==> config.mk <==
export PLATFORM = sky130hd
export DESIGN_NAME = jtag_shift_master
export DESIGN_NICKNAME = d
export VERILOG_FILES = /design/src/rtl/jtag_shift_master.sv
export SDC_FILE = /design/constraint.sdc
export NUM_CORES = 1
export LEC_CHECK = 0
export ABC_CLOCK_PERIOD_IN_PS = 3000
export BUFFER_PORTS_ARGS = -buffer_cell sky130_fd_sc_hd__buf_4
export CAP_MARGIN = 20
export CORE_MARGIN = 5
export CORE_UTILIZATION = 25
export CTS_CLUSTER_DIAMETER = 80
export DETAILED_ROUTE_END_ITERATION = 8
export GPL_TIMING_DRIVEN = 0
export SLEW_MARGIN = 20
export SYNTH_ARGS = -nofsm -noshare
export SYNTH_HDL_FRONTEND = slang
export SYNTH_SLANG_ARGS = --single-unit
==> constraint.sdc <==
create_clock -name wb_clk -period 3 [get_ports wb_clk]
set_input_delay 0.9 -clock wb_clk [delete_from_list [all_inputs] [get_ports wb_clk]]
set_output_delay 0.9 -clock wb_clk [all_outputs]
set_load 0.05 [all_outputs]
==> src/rtl/jtag_shift_master.sv <==
// Wishbone-controlled JTAG master: shifts up to 32 TMS/TDI bits LSB first on a
// divided TCK and captures TDO into a right-justified register.
module jtag_shift_master #(
  parameter int DIV = 2
) (
  input  logic        wb_clk,
  input  logic        wb_rstn,
  input  logic [1:0]  i_wb_adr,
  input  logic [31:0] i_wb_dat,
  input  logic        i_wb_we,
  input  logic        i_wb_cyc,
  output logic [31:0] o_wb_rdt,
  output logic        o_wb_ack,
  output logic        o_jtag_tck,
  output logic        o_jtag_tms,
  output logic        o_jtag_tdi,
  input  logic        i_jtag_tdo,
  output logic        o_jtag_trst,
  output logic        o_busy
);

  typedef enum logic [1:0] {IDLE, LOW, HIGH} state_t;

  state_t      r_state, w_nextState;
  logic [7:0]  r_divCnt;
  logic [5:0]  r_len;
  logic [5:0]  r_idx;
  logic [31:0] r_tmsVec, r_tdiVec, r_tdo;
  logic [31:0] r_tmsSr, r_tdiSr;
  logic        r_tms, r_tdi, r_tck, r_trst, r_done, r_ack;
  logic [31:0] r_rdt;

  logic        w_phaseEnd, w_wrCommit, w_ctrlWr, w_start, w_lastBit, w_idle;
  logic [5:0]  w_lenEff;
  logic [31:0] w_rdData;

  assign w_idle     = (r_state == IDLE);
  assign w_phaseEnd = (r_divCnt == 8'(DIV - 1));
  // Writes commit on the ack cycle, so a start enters LOW one cycle after the ack.
  assign w_wrCommit = i_wb_cyc & i_wb_we & r_ack;
  assign w_ctrlWr   = w_wrCommit && (i_wb_adr == 2'd0);
  assign w_start    = w_ctrlWr && i_wb_dat[8] && w_idle;
  assign w_lenEff   = ((r_len == 6'd0) || (r_len > 6'd32)) ? 6'd32 : r_len;
  assign w_lastBit  = ((r_idx + 6'd1) == w_lenEff);

  always_comb begin
    w_nextState = r_state;
    case (r_state)
      IDLE: if (w_start) w_nextState = LOW;
      LOW:  if (w_phaseEnd) w_nextState = HIGH;
      HIGH: if (w_phaseEnd) w_nextState = w_lastBit ? IDLE : LOW;
      default: w_nextState = IDLE;
    endcase
  end

  always_ff @(posedge wb_clk) begin
    if (!wb_rstn) r_state <= IDLE;
    else          r_state <= w_nextState;
  end

  always_comb begin
    w_rdData = 32'd0;
    case (i_wb_adr)
      2'd0: w_rdData = {15'd0, r_trst, 2'd0, r_len, 6'd0, r_done, ~w_idle};
      2'd1: w_rdData = r_tmsVec;
      2'd2: w_rdData = r_tdiVec;
      2'd3: w_rdData = r_tdo;
      default: w_rdData = 32'd0;
    endcase
  end

  always_ff @(posedge wb_clk) begin
    if (!wb_rstn) begin
      r_ack    <= 1'b0;
      r_rdt    <= 32'd0;
      r_trst   <= 1'b0;
      r_len    <= 6'd0;
      r_idx    <= 6'd0;
      r_divCnt <= 8'd0;
      r_tmsVec <= 32'd0;
      r_tdiVec <= 32'd0;
      r_tdo    <= 32'd0;
      r_tmsSr  <= 32'd0;
      r_tdiSr  <= 32'd0;
      r_tms    <= 1'b0;
      r_tdi    <= 1'b0;
      r_tck    <= 1'b0;
      r_done   <= 1'b0;
    end else begin
      r_ack <= i_wb_cyc & ~r_ack;
      if (i_wb_cyc & ~r_ack) r_rdt <= w_rdData;

      if (w_ctrlWr) r_trst <= i_wb_dat[9];
      if (w_wrCommit && w_idle && (i_wb_adr == 2'd1)) r_tmsVec <= i_wb_dat;
      if (w_wrCommit && w_idle && (i_wb_adr == 2'd2)) r_tdiVec <= i_wb_dat;

      if (!w_idle) r_divCnt <= w_phaseEnd ? 8'd0 : r_divCnt + 8'd1;

      if (w_start) begin
        r_len    <= i_wb_dat[5:0];
        r_idx    <= 6'd0;
        r_divCnt <= 8'd0;
        r_tmsSr  <= r_tmsVec;
        r_tdiSr  <= r_tdiVec;
        r_tms    <= r_tmsVec[0];
        r_tdi    <= r_tdiVec[0];
        r_tdo    <= 32'd0;
        r_done   <= 1'b0;
      end

      if ((r_state == LOW) && w_phaseEnd) begin
        r_tdo[r_idx[4:0]] <= i_jtag_tdo;
        r_tck             <= 1'b1;
      end

      // TMS/TDI stay on the last driven bit once the command finishes.
      if ((r_state == HIGH) && w_phaseEnd) begin
        r_tck   <= 1'b0;
        r_tmsSr <= {1'b0, r_tmsSr[31:1]};
        r_tdiSr <= {1'b0, r_tdiSr[31:1]};
        r_idx   <= r_idx + 6'd1;
        if (w_lastBit) begin
          r_done <= 1'b1;
        end else begin
          r_tms <= r_tmsSr[1];
          r_tdi <= r_tdiSr[1];
        end
      end
    end
  end

  assign o_wb_ack    = r_ack;
  assign o_wb_rdt    = r_rdt;
  assign o_jtag_tck  = r_tck;
  assign o_jtag_tms  = r_tms;
  assign o_jtag_tdi  = r_tdi;
  assign o_jtag_trst = r_trst;
  assign o_busy      = ~w_idle;

endmodule

* Word level (Yosys, flattened, before mapping)
Index checks and enable logic that the tools add are counted.
Operators by class: $add $sub $neg 2, magnitude comparators 3, equality and inequality tests 10, multiplexer cells 29, bitwise operators 6, reduce and logical (&&, ||, !) cells 17
Operators with widths (number):
- 32-bit case mux with 4 select lines | 1
- 31-bit 2-to-1 mux | 4
- 32-bit 2-to-1 mux | 3
- 32-bit bitwise mux | 1
- 6-bit 2-to-1 mux | 3
- 1-bit 2-to-1 mux | 11
- 1-bit logical AND | 9
- 8-bit by 1-bit adder with 8-bit output, second input constant | 1
- 8-bit by 1-bit equality test with 1-bit output, second input constant | 1
- 8-bit 2-to-1 mux | 1
- 6-bit by 1-bit adder with 6-bit output, second input constant | 1
- 2-bit equality test, second input constant | 3
- 6-bit equality test | 1
- 6-bit > comparator, second input constant | 1
- 6-bit zero test | 1
- 5-bit by 6-bit < comparator with 1-bit output, second input constant | 1
- 2-bit 2-to-1 mux | 3
- 2-bit inequality test, second input constant | 3
- 2-bit case mux with 3 select lines | 1
- 1-bit demux with 5-bit select | 1
- 5-bit by 1-bit >= comparator with 1-bit output, second input constant | 1
- 2-bit by 1-bit equality test with 1-bit output, second input constant | 2
- 2-bit zero test | 2
- 2-bit OR reduction | 2
- other kinds (5) | 9
Storage, ports and cells: register bits 220, input port bits 39, output and inout port bits 38, logic and storage cells 85

* Depth between registers and ports, before layout
depth after elaboration 9, mapped depth 10, gate-level depth less buffers 7

* Least setup slack after synthesis
OpenSTA, ideal clock, no wires.
path kind input to register, from in i_wb_adr[0], to reg r_rdt[10], in the netlist o_wb_rdt[10], setup time 132 ps, data arrival time 2352 ps, required time 2868 ps, path slack 515 ps, cell stages on the path 5, path buffers 2, cells stage by stage clkbuf_1 -> buf_1 -> mux4_2 -> nand2_1 -> a21oi_1
On the way: longest elaborated chain between the ends 2, elaborated cells on any way between the ends 5, classes of those cells 3 x eq/ne; 1 x mux; 1 x reduce/logical
Ends and longest elaborated chain:
- start: declaration | line 8 | input logic [1:0] i_wb_adr,
- 2-bit equality test (tied with other cells) | line 63 | case (i_wb_adr)
- 32-bit case mux with 4 select lines * | line 63
- end signal: assignment | line 91 | if (i_wb_cyc & ~r_ack) r_rdt <= w_rdData;
- end: declaration | line 31 | logic [31:0] r_rdt;
Mark *: on every way between the ends. The rest lies on a longest branch, timed or not. A chain may end at the register's enable or synchronous reset.

* Final worst setup path
from in i_wb_adr[1], to reg r_tmsVec[28]
On the way: longest elaborated chain between the ends 2
Ends and longest elaborated chain:
- 2-bit by 1-bit equality test with 1-bit output | line 94 | if (w_wrCommit && w_idle && (i_wb_adr == 2'd1)) r_tmsVec <= i_wb_dat;
- 1-bit logical AND | line 94
- end signal: assignment | line 94
- end: declaration | line 28 | logic [31:0] r_tmsVec, r_tdiVec, r_tdo;
No other way between the ends.

==> impl_metrics.toml <==
[yosys]
yosysTopAreaCellShare_pct = 46.4
synth_fa_ha_area_share_pct = 0.798
synth_area_leaders = "dfxtp_1 (46%), nand2_1 (11%), a21oi_1 (6.5%)"
syn_avg_cell_area_um2 = 8.43
synth-compound-area-share_pct = 13.4
yosysMostFrequentCell = "nand2_1"
synthSimpleGateAreaFrac_pct = 22.1
ys_async_sr_fraction_pct = 0
synth.area.mux_share_pct = 11.3
synth_top_family_by_area = "simple AND/OR/NAND/NOR gates"
synth.cell_area_um2 = 9410
yosys.area.top_type = "dfxtp_1"
synth_xor_area_share_pct = 1.46
synth_fp_nets = 1161
synth_edf_count = 0
synth.top_cells.by_count = "nand2_1 (270), dfxtp_1 (218), a21oi_1 (123)"
ys_seq_area_share_pct = 46.4
synthFlopType = "dfxtp_1"
ys_warn_count = 0
yosysUniqueCellTypes = 47
ys_ff_latch = 218
synthCells = 1116

[global_routing]
grt_max_degree = 13
gr-usage-all-layers_pct = 14.2
grt_pass1_vias = 8027
gr-max-usage-layer = "met2"
grt_overflow = 0
grtUsageMet1_pct = 19.3
grt_use_met2_pct = 22.7
grtUsageMet3_pct = 2.59
grt_pass1_wl_um = 46800
antenna_found_initial = 0

[place]
place_congestion = 0.844
dp.cells = 1700
numPortBuffers = 73
place_area_um2 = 10600
dp_hpwl_um = 22400

[cells_and_area]
drive_above_1_share_pct = 14.0
final_util_pct = 30.5
fin_nets = 1261
syn2layout_area_growth_pct = 21.2
layout.cells.non_filler = 1746
final_cell_area_um2 = 11400
antenna_cells = 0

[drt]
drt-total-wl_um = 30400
vias = 8467
drt_iter0_drc = 588
detail-route-antenna-nets = 0
dr.pass1.iters = 5
wire_per_inst_um = 17.4
drcViolationCount = 0
vias_per_cell = 4.85

[floorplanning]
rows = 71
io_pins = 77
dieArea_um2 = 41600
coreArea_um2 = 37400
die_w_um = 204
die_y_um = 204
start_util_pct = 25.2

[worst_setup_path]
r2r_end = "r_tdo[2]"
r2r_slack_ns = 0.34
crit_start = "i_wb_adr[1]"
cp.arrival_ns = 3.22
endpoint = "r_tmsVec[28]"
crit_required_ns = 3.43
worstSetupEndpointType = "flip-flop"
critical_path.max_fanout = 10
crit_type = "input port to flip-flop"
cp-start-kind = "input port"
reg2regPathDepth = 8
r2r-start = "r_divCnt[0]"

[timing]
whs_ns = 0.451
min_period_ns = 2.79
fin_crit_sh_pct = 92.9
fin_worst_skew_ns = 0.0199
tightestPinTransition_ns = 0.916
drv_slew = 0
setup_viol = 0
rsz0062_at_grt = "false"
max_slew_margin_pct = 38.9
finalHoldViolations = 0
max_freq_ghz = 0.359

[clock_network]
hold_buffers = 0
cts.htree.levels = 1
clk_pin_slew_worst_paths_ns = 0.06
numCtsBuffers = 25
cts_num_sinks = 218
cts_tree = "done"
insertion_delay_ns = 0.53
cts.path.max_buffers = 3
post_cts_buffers = 0
cts_root_buffer = "clkbuf_16"

[flow_run]
drv_cap = 0

[hold_path]
hold_start = "r_tmsSr[6]"
hold_depth = 2
hp-class = "flip-flop to flip-flop"

[power]
switching_share_pct = 24.2
seqPwrFrac_pct = 46.8
cellLeakagePower_nw = 3.76
peakVddDrop_mv = 0.428
powerDensity_nw_per_um2 = 551
combPwrFrac_pct = 6.4
p_sw_w = 0.00152
total_power_w = 0.00629
internal_power_w = 0.00477
pwr-share-clk_pct = 46.8

[run_status]
status = "finished, final reports clean"
[worst max-delay path, stage by stage]
cell	delay [ns]
clkbuf_1	0.30
nor2b_1	0.19
clkbuf_1	0.42
and3_1	0.22
clkbuf_1	0.39
clkbuf_1	0.51
nand2_1	0.12
a21oi_1	0.16
[layout by cell type (no fill, tap or decap), types with 3 or more instances in the layout]
cell | synthesis | layout
nand2_1 | 270 | 270
dfxtp_1 | 218 | 218
a21oi_1 | 123 | 123
buf_4 | 7 | 80
clkbuf_1 | 69 | 72
nand3_1 | 72 | 72
mux2i_1 | 60 | 60
o21ai_0 | 57 | 57
nor2_1 | 44 | 44
nor3_1 | 33 | 33
clkbuf_16 | 0 | 25
mux2_2 | 23 | 23
a221oi_1 | 23 | 23
inv_1 | 11 | 11
mux4_2 | 9 | 9
and3_1 | 8 | 8
clkbuf_8 | 0 | 8
clkinv_2 | 0 | 7
clkbuf_2 | 5 | 6
nand4_1 | 6 | 6
ha_1 | 6 | 6
buf_2 | 5 | 5
xor2_1 | 5 | 5
or3_1 | 4 | 4
nand2b_1 | 4 | 4
nor4_4 | 4 | 4
nor2b_1 | 4 | 4
o21a_1 | 4 | 4
o21ai_1 | 4 | 4
a311oi_1 | 4 | 4
nor3b_1 | 3 | 3
nand4b_1 | 3 | 3
xnor2_1 | 3 | 3
xnor3_1 | 3 | 3
buf_1 | 3 | 3
[registers in the layout, indices dropped and copies added (netlist names), 8 cells and up]
name      flops
o_wb_rdt     32
r_tdiVec     32
r_tdo        32
r_tmsVec     32
r_tdiSr      31
r_tmsSr      31
r_divCnt      8
[power by group through the flow]
stage                     clock [W]  combinational, W  sequential, W
final                       0.00294          0.000403        0.00294
after global routing        0.00313          0.000426        0.00294
after CTS                   0.00300          0.000404        0.00294
after detailed placement          0          0.000402        0.00300
after global placement            0          0.000401        0.00300
after floorplan                   0          0.000149        0.00307
[worst min path at each step]
stage                     slack, ns           to
after floorplan                0.42  r_tmsSr[21]
after global placement         0.44   o_jtag_tck
after detailed placement       0.44  r_tmsSr[10]
after CTS                      0.46   r_tmsSr[5]
after global routing           0.48  r_tmsSr[31]
final                          0.45   r_tmsSr[5]
[kinds of logic after synthesis]
| group | count (synthesis) |
|---|---|
| AND/OR/NAND/NOR | 462 |
| AO/OA/AOI/OAI | 225 |
| flip-flops | 218 |
| buffers and inverters | 102 |
| multiplexers | 92 |
| XOR/XNOR | 11 |
| adder cells (fa/ha/maj) | 6 |
[final cells by class]
class                      count  area [um2]
fill                        3964       26000
clock inverter                 9        51.3
timing repair buffer          73         548
sequential                   218        4360
buffer                        90         385
inverter                      12        45.0
tap                          511         639
clock buffer                  37         751
multi-input combinational    796        4610
[what timing repair did]
action	4_1_cts	5_1_grt
gates resized for setup	1	0
hold endpoints to repair	0	0
endpoints found under the setup margin	1	0
[metal layers]
| layer | part of all wire [%] | routed length [um] |
|---|---|---|
| met5 | 0 | 0 |
| met4 | 3.1 | 935 |
| met3 | 7.6 | 2310 |
| met2 | 46 | 13900 |
| met1 | 44 | 13300 |
[metrics by stage]
step | setup slack (ns) | setup TNS (ns)
after floorplan | 0.515 | 0
after global placement | -0.468 | -21.60
after detailed placement | -0.530 | -23.66
after CTS | 0.235 | 0
after global routing | 0.111 | 0
final | 0.214 | 0
Power figures use the tool's default switching activity.
